`config.mk`:
```
export PLATFORM = sky130hd
export DESIGN_NAME = hilo_multiplier
export DESIGN_NICKNAME = d
export VERILOG_FILES = /design/src/rtl/mips_funct_pkg.sv /design/src/rtl/multu_datapath.sv /design/src/rtl/hilo_multiplier.sv
export SDC_FILE = /design/constraint.sdc
export NUM_CORES = 1
export LEC_CHECK = 0
export ABC_AREA = 1
export BUFFER_PORTS_ARGS = -buffer_cell sky130_fd_sc_hd__buf_2
export CAP_MARGIN = 20
export CELL_PAD_IN_SITES_DETAIL_PLACEMENT = 1
export CELL_PAD_IN_SITES_GLOBAL_PLACEMENT = 1
export CORE_MARGIN = 10
export CORE_UTILIZATION = 25
export DETAILED_ROUTE_END_ITERATION = 8
export GPL_ROUTABILITY_DRIVEN = 0
export PLACE_DENSITY_LB_ADDON = 0.1
export REMOVE_ABC_BUFFERS = 1
export SLEW_MARGIN = 20
export SYNTH_ARGS = -nofsm -noshare
export SYNTH_HDL_FRONTEND = slang
export SYNTH_SLANG_ARGS = --single-unit
export TNS_END_PERCENT = 10
```
`constraint.sdc`:
```
create_clock -name clk -period 2.76 [get_ports clk]
set_input_delay 0.552 -clock clk [delete_from_list [all_inputs] [get_ports clk]]
set_output_delay 0.552 -clock clk [all_outputs]
set_load 0.01 [all_outputs]
```
`src/rtl/mips_funct_pkg.sv`:
```
// mips_funct_pkg: funct codes and multiplier FSM encoding shared with the ALU decode path
package mips_funct_pkg;
    localparam logic [5:0] FUNCT_MULTU = 6'b011001;
    localparam logic [5:0] FUNCT_MFHI  = 6'b010000;
    localparam logic [5:0] FUNCT_MFLO  = 6'b010010;

    typedef enum logic [1:0] {
        ST_IDLE = 2'd0,
        ST_RUN  = 2'd1,
        ST_FIN  = 2'd2
    } mult_state_e;

    function automatic logic is_hilo_read(input logic [5:0] f);
        return f == FUNCT_MFHI || f == FUNCT_MFLO;
    endfunction
endpackage

```
`src/rtl/multu_datapath.sv`:
```
// multu_datapath: unsigned shift-add multiply datapath (accumulator, shifted operands, counter)
// MULTU_EARLY_TERM_EN: also flag the last step once the post-shift multiplier is zero
module multu_datapath #(
    parameter int WIDTH = 32
) (
    input  logic               clk,
    input  logic               rst_n,
    input  logic               load,
    input  logic               step,
    input  logic [WIDTH-1:0]   a,
    input  logic [WIDTH-1:0]   b,
    output logic [2*WIDTH-1:0] acc,
    output logic               last
);
    localparam int CW = $clog2(WIDTH + 1);

    logic [2*WIDTH-1:0] acc_q, acc_d, mcand_q, mcand_d;
    logic [WIDTH-1:0]   mplier_q, mplier_d;
    logic [CW-1:0]      cnt_q, cnt_d;

    always_comb begin
        acc_d    = load ? '0 : step ? acc_q + (mplier_q[0] ? mcand_q : '0) : acc_q;
        mcand_d  = load ? {{WIDTH{1'b0}}, a} : step ? mcand_q << 1 : mcand_q;
        mplier_d = load ? b : step ? mplier_q >> 1 : mplier_q;
        cnt_d    = load ? '0 : step ? cnt_q + 1'b1 : cnt_q;
    end

    always_ff @(posedge clk or negedge rst_n) begin
        if (!rst_n) begin
            acc_q    <= '0;
            mcand_q  <= '0;
            mplier_q <= '0;
            cnt_q    <= '0;
        end else begin
            acc_q    <= acc_d;
            mcand_q  <= mcand_d;
            mplier_q <= mplier_d;
            cnt_q    <= cnt_d;
        end
    end

    assign acc = acc_q;

`ifdef MULTU_EARLY_TERM_EN
    // The multiplier after this step's shift is mplier_q[WIDTH-1:1]; once zero nothing more accumulates
    assign last = (cnt_q == CW'(WIDTH - 1)) || (mplier_q[WIDTH-1:1] == '0);
`else
    assign last = cnt_q == CW'(WIDTH - 1);
`endif
endmodule

```
`src/rtl/hilo_multiplier.sv`:
```
// hilo_multiplier: MIPS MULTU unit with HI/LO registers and MFHI/MFLO reads
// MULTU_EARLY_TERM_EN (in multu_datapath) enables early termination of the multiply
module hilo_multiplier #(
    parameter int WIDTH = 32
) (
    input  logic             clk,
    input  logic             rst_n,
    input  logic             start,
    input  logic [5:0]       funct,
    input  logic [WIDTH-1:0] a,
    input  logic [WIDTH-1:0] b,
    output logic             busy,
    output logic             done,
    output logic [WIDTH-1:0] hilo_out,
    output logic             hilo_valid
);
    import mips_funct_pkg::*;

    mult_state_e        state_q;
    logic [WIDTH-1:0]   hi_q, lo_q, hilo_out_q;
    logic               busy_q, done_q, hilo_valid_q;
    logic               load, step, last;
    logic [2*WIDTH-1:0] acc;

    assign load = state_q == ST_IDLE && start && funct == FUNCT_MULTU;
    assign step = state_q == ST_RUN;

    multu_datapath #(.WIDTH(WIDTH)) u_dp (
        .clk   (clk),
        .rst_n (rst_n),
        .load  (load),
        .step  (step),
        .a     (a),
        .b     (b),
        .acc   (acc),
        .last  (last)
    );

    always_ff @(posedge clk or negedge rst_n) begin
        if (!rst_n) begin
            state_q      <= ST_IDLE;
            hi_q         <= '0;
            lo_q         <= '0;
            hilo_out_q   <= '0;
            busy_q       <= 1'b0;
            done_q       <= 1'b0;
            hilo_valid_q <= 1'b0;
        end else begin
            done_q       <= 1'b0;
            hilo_valid_q <= 1'b0;
            case (state_q)
                ST_IDLE: begin
                    if (load) begin
                        state_q <= ST_RUN;
                        busy_q  <= 1'b1;
                    end else if (start && is_hilo_read(funct)) begin
                        hilo_out_q   <= funct == FUNCT_MFHI ? hi_q : lo_q;
                        hilo_valid_q <= 1'b1;
                    end
                end
                ST_RUN: if (last) state_q <= ST_FIN;
                ST_FIN: begin
                    hi_q    <= acc[2*WIDTH-1:WIDTH];
                    lo_q    <= acc[WIDTH-1:0];
                    done_q  <= 1'b1;
                    busy_q  <= 1'b0;
                    state_q <= ST_IDLE;
                end
                default: begin
                    state_q <= ST_IDLE;
                    busy_q  <= 1'b0;
                end
            endcase
        end
    end

    assign busy       = busy_q;
    assign done       = done_q;
    assign hilo_out   = hilo_out_q;
    assign hilo_valid = hilo_valid_q;
endmodule
```
==> flow_summary.json <==
{
  "ant_nets": 0,
  "finalSetupViolations": 0,
  "placedInstanceArea_mm2": 0.0189,
  "io_buffers": 107,
  "hold_path_class": "input port to register",
  "drv_slew": 0,
  "chipWidth_um": 281,
  "cts.sinks": 267,
  "grt_remaining_overflow": 0,
  "path_class": "register to register",
  "status": "finished, final reports clean",
  "stdcell_area_mm2": 0.0204,
  "critPathLaunchType": "register",
  "synth-warning-count": 0,
  "drv_cap": 0,
  "path_delay_family": "simple AND/OR/NAND/NOR gates",
  "rsz0062_at_grt": "yes",
  "use_met3_pct": 2.03,
  "synth_cell_types": 40,
  "cp.required_ns": 3.19,
  "regArea_mm2": 0.00668,
  "coreArea_mm2": 0.0673,
  "powerDensity_mw_per_mm2": 638,
  "io_pins": 108,
  "max_stage_delay_ns": 0.41,
  "avgViaCountPerCell": 4.53,
  "rows": 95,
  "max_freq_ghz": 0.382,
  "netlist.area_leader.share_pct": 39.3,
  "path_clk_slew_ns": 0.06,
  "netlist_top_cells_area": "dfrtp_1 (39%), nand2_1 (21%), inv_1 (12%), ha_1 (4.7%), o21ai_0 (3.7%)",
  "leakagePower_nw": 11.3,
  "use_met2_pct": 27.5,
  "cts_buffer_depth": 3,
  "ys_ff_latch": 267,
  "post-route-period-util_pct": 94.9,
  "synth_top_area_cell": "dfrtp_1",
  "cp-end-kind": "register",
  "relSlewSlack_pct": 44.5,
  "critPathSlowestCell": "dfrtp_2",
  "crit_buf_inv": 5,
  "synth_area_mm2": 0.0170,
  "synth_common_cells": "nand2_1 (963), inv_1 (555), dfrtp_1 (267)",
  "worst_hold_slack_ns": 0.210,
  "dp_cells": 3511,
  "crit_path_frequent_cell": "nand2_1",
  "vias": 16200,
  "avgRoutedWirePerCell_um": 18.8,
  "synth_cells": 2553,
  "tightest_slew_ns": 0.832,
  "grt_pass1_vias": 17200,
  "die_y_um": 281,
  "nFillCells": 8435,
  "grtUsageMet1_pct": 24.1,
  "hold_viol": 0,
  "insertion_delay_ns": 0.56,
  "grt_max_degree": 82,
  "critPathArrivalTime_ns": 3.05,
  "path_max_fanout": 21,
  "synth_flop_cell": "dfrtp_1",
  "wl_um": 67300,
  "stdcell_count": 3577,
  "drive_gt1_share_pct": 13.3,
  "cts-buffers-inserted": 37,
  "initial_utilization_pct": 25.3,
  "drt_first_pass_iters": 5,
  "synth_area_per_cell_um2": 6.66,
  "synth_edf_count": 0,
  "syn_to_final_growth_pct": 20.1,
  "synth.yosys.seq_area_share_pct": 39.3,
  "drc_errors": 0,
  "drtIter0Drc": 684,
  "ctsHtreeMaxLevel": 2,
  "peakVddDrop_v": 0.000449,
  "clock_skew_ns": 0.0217,
  "setup-tns-final_ns": 0,
  "synthArstFlopShare_pct": 100,
  "grtUsageTotal_pct": 17.2,
  "synth.most_common_cell": "nand2_1",
  "cts_tree": "built",
  "dp.final_hpwl_um": 53000,
  "antenna_found_initial": 1,
  "fin_util_pct": 30.4,
  "fin_nets": 2817,
  "clockRootBuffer": "clkbuf_16",
  "multi_input_area_mm2": 0.00825,
  "gr-max-usage-layer": "met2",
  "die-area_mm2": 0.0788,
  "min_period_ns": 2.62,
  "grt_first_pass_wirelength_um": 104000,
  "worstPathCellList": "buf_12 > buf_4 > nand2_1 > inv_1 > ha_2 > nand2_1 > nand2_1 > inv_1 > nand2_2 > nand2_1 > nand2_1 > a21oi_1 > nand2_1 > buf_12 > nand2_1 > nand2_1 > nand2_1 > nand3_1 > nand2_1"
}
[metal layers]
metal / vias to the layer above / share of wire (%)
met4: 0 / 2.2
met5: - / 0
met1: 7858 / 50
met3: 68 / 3.3
li1: 8060 / -
met2: 205 / 45
[cell families after synthesis]
logic type                 after synthesis  share of synthesized area (%)
xor gates and xnor gates                 3                          0.155
DFF                                    267                           39.3
adders and majority gates               65                           4.83
buffers and inverters                  643                           14.6
AOI/OAI and AO/OA                      321                           11.1
and+or+nand+nor                       1254                           30.0
[final timing paths]
path                                  start                 to  slack [ns]  cells after the start
hold reg to reg               u_dp.cnt_q[5]         state_q[1]        0.44                      1
max in group asynchronous             rst_n           hi_q[26]        1.50                      3
min in group asynchronous             rst_n  u_dp.mplier_q[30]        0.45                      2
setup / recovery           u_dp.mplier_q[0]       u_dp.acc[43]        0.14                     19
setup reg to reg           u_dp.mplier_q[0]       u_dp.acc[43]        0.14                     19
hold / removal                         a[9]    u_dp.mcand_q[9]        0.21                      3
[final cells by class]
type,instances,share of cell area [%]
multi-input cells,1643,40.4
flip-flops and latches,267,32.7
inverters,569,10.5
repair buffers,161,5.40
well taps,873,5.35
clock buffers,53,5.18
clock inverters,10,0.478
diodes,1,0.0123
[power by group]
group          internal [W]  total (W)  switching (W)  leakage, nW
sequential          0.00448    0.00521       0.000730         3.36
clock               0.00276    0.00468        0.00193        0.558
combinational       0.00111    0.00313        0.00202         7.43
[cells in the final DEF, fill, tap and decap left out, types with 42 or more instances in the layout]
cell type,Yosys,routed
a21oi_1,61,55
buf_2,25,106
dfrtp_1,267,266
ha_1,64,42
inv_1,555,553
nand2_1,963,943
nand3_1,102,98
nor2_1,114,85
o21ai_0,125,125
[through the flow]
step	setup slack, ns	power (W)
final	0.140	0.0130
after global routing	-0.0550	0.0139
after CTS	-0.0230	0.0131
after detailed placement	-0.113	0.00831
after global placement	-0.0996	0.00825
after floorplan	-2.30	0.00667
[worst min-delay path, delay by kind of cell]
family,cells,cell delay (ns)
buffers and inverters,1,0.07
and+or+nand+nor,1,0.04
AOI/OAI and AO/OA,1,0.05
[repair_timing]
item,4_1_cts,5_1_grt
pin swaps,0,2
endpoints found under the hold margin,23,0
hold buffers,1,0
resized for setup,9,98
setup endpoints to repair,9,39
setup buffers,0,1
[flip-flops by register name, indices dropped and copies added, names as in the netlist]
register / count
u_dp.mcand_q: 64
state_q: 2
hilo_valid: 1
u_dp.acc: 64
lo_q: 32
hi_q: 32
u_dp.cnt_q: 6
busy: 1
done: 1
hilo_out: 32
u_dp.mplier_q: 32
No activity file was read; power rests on OpenSTA's default activity.
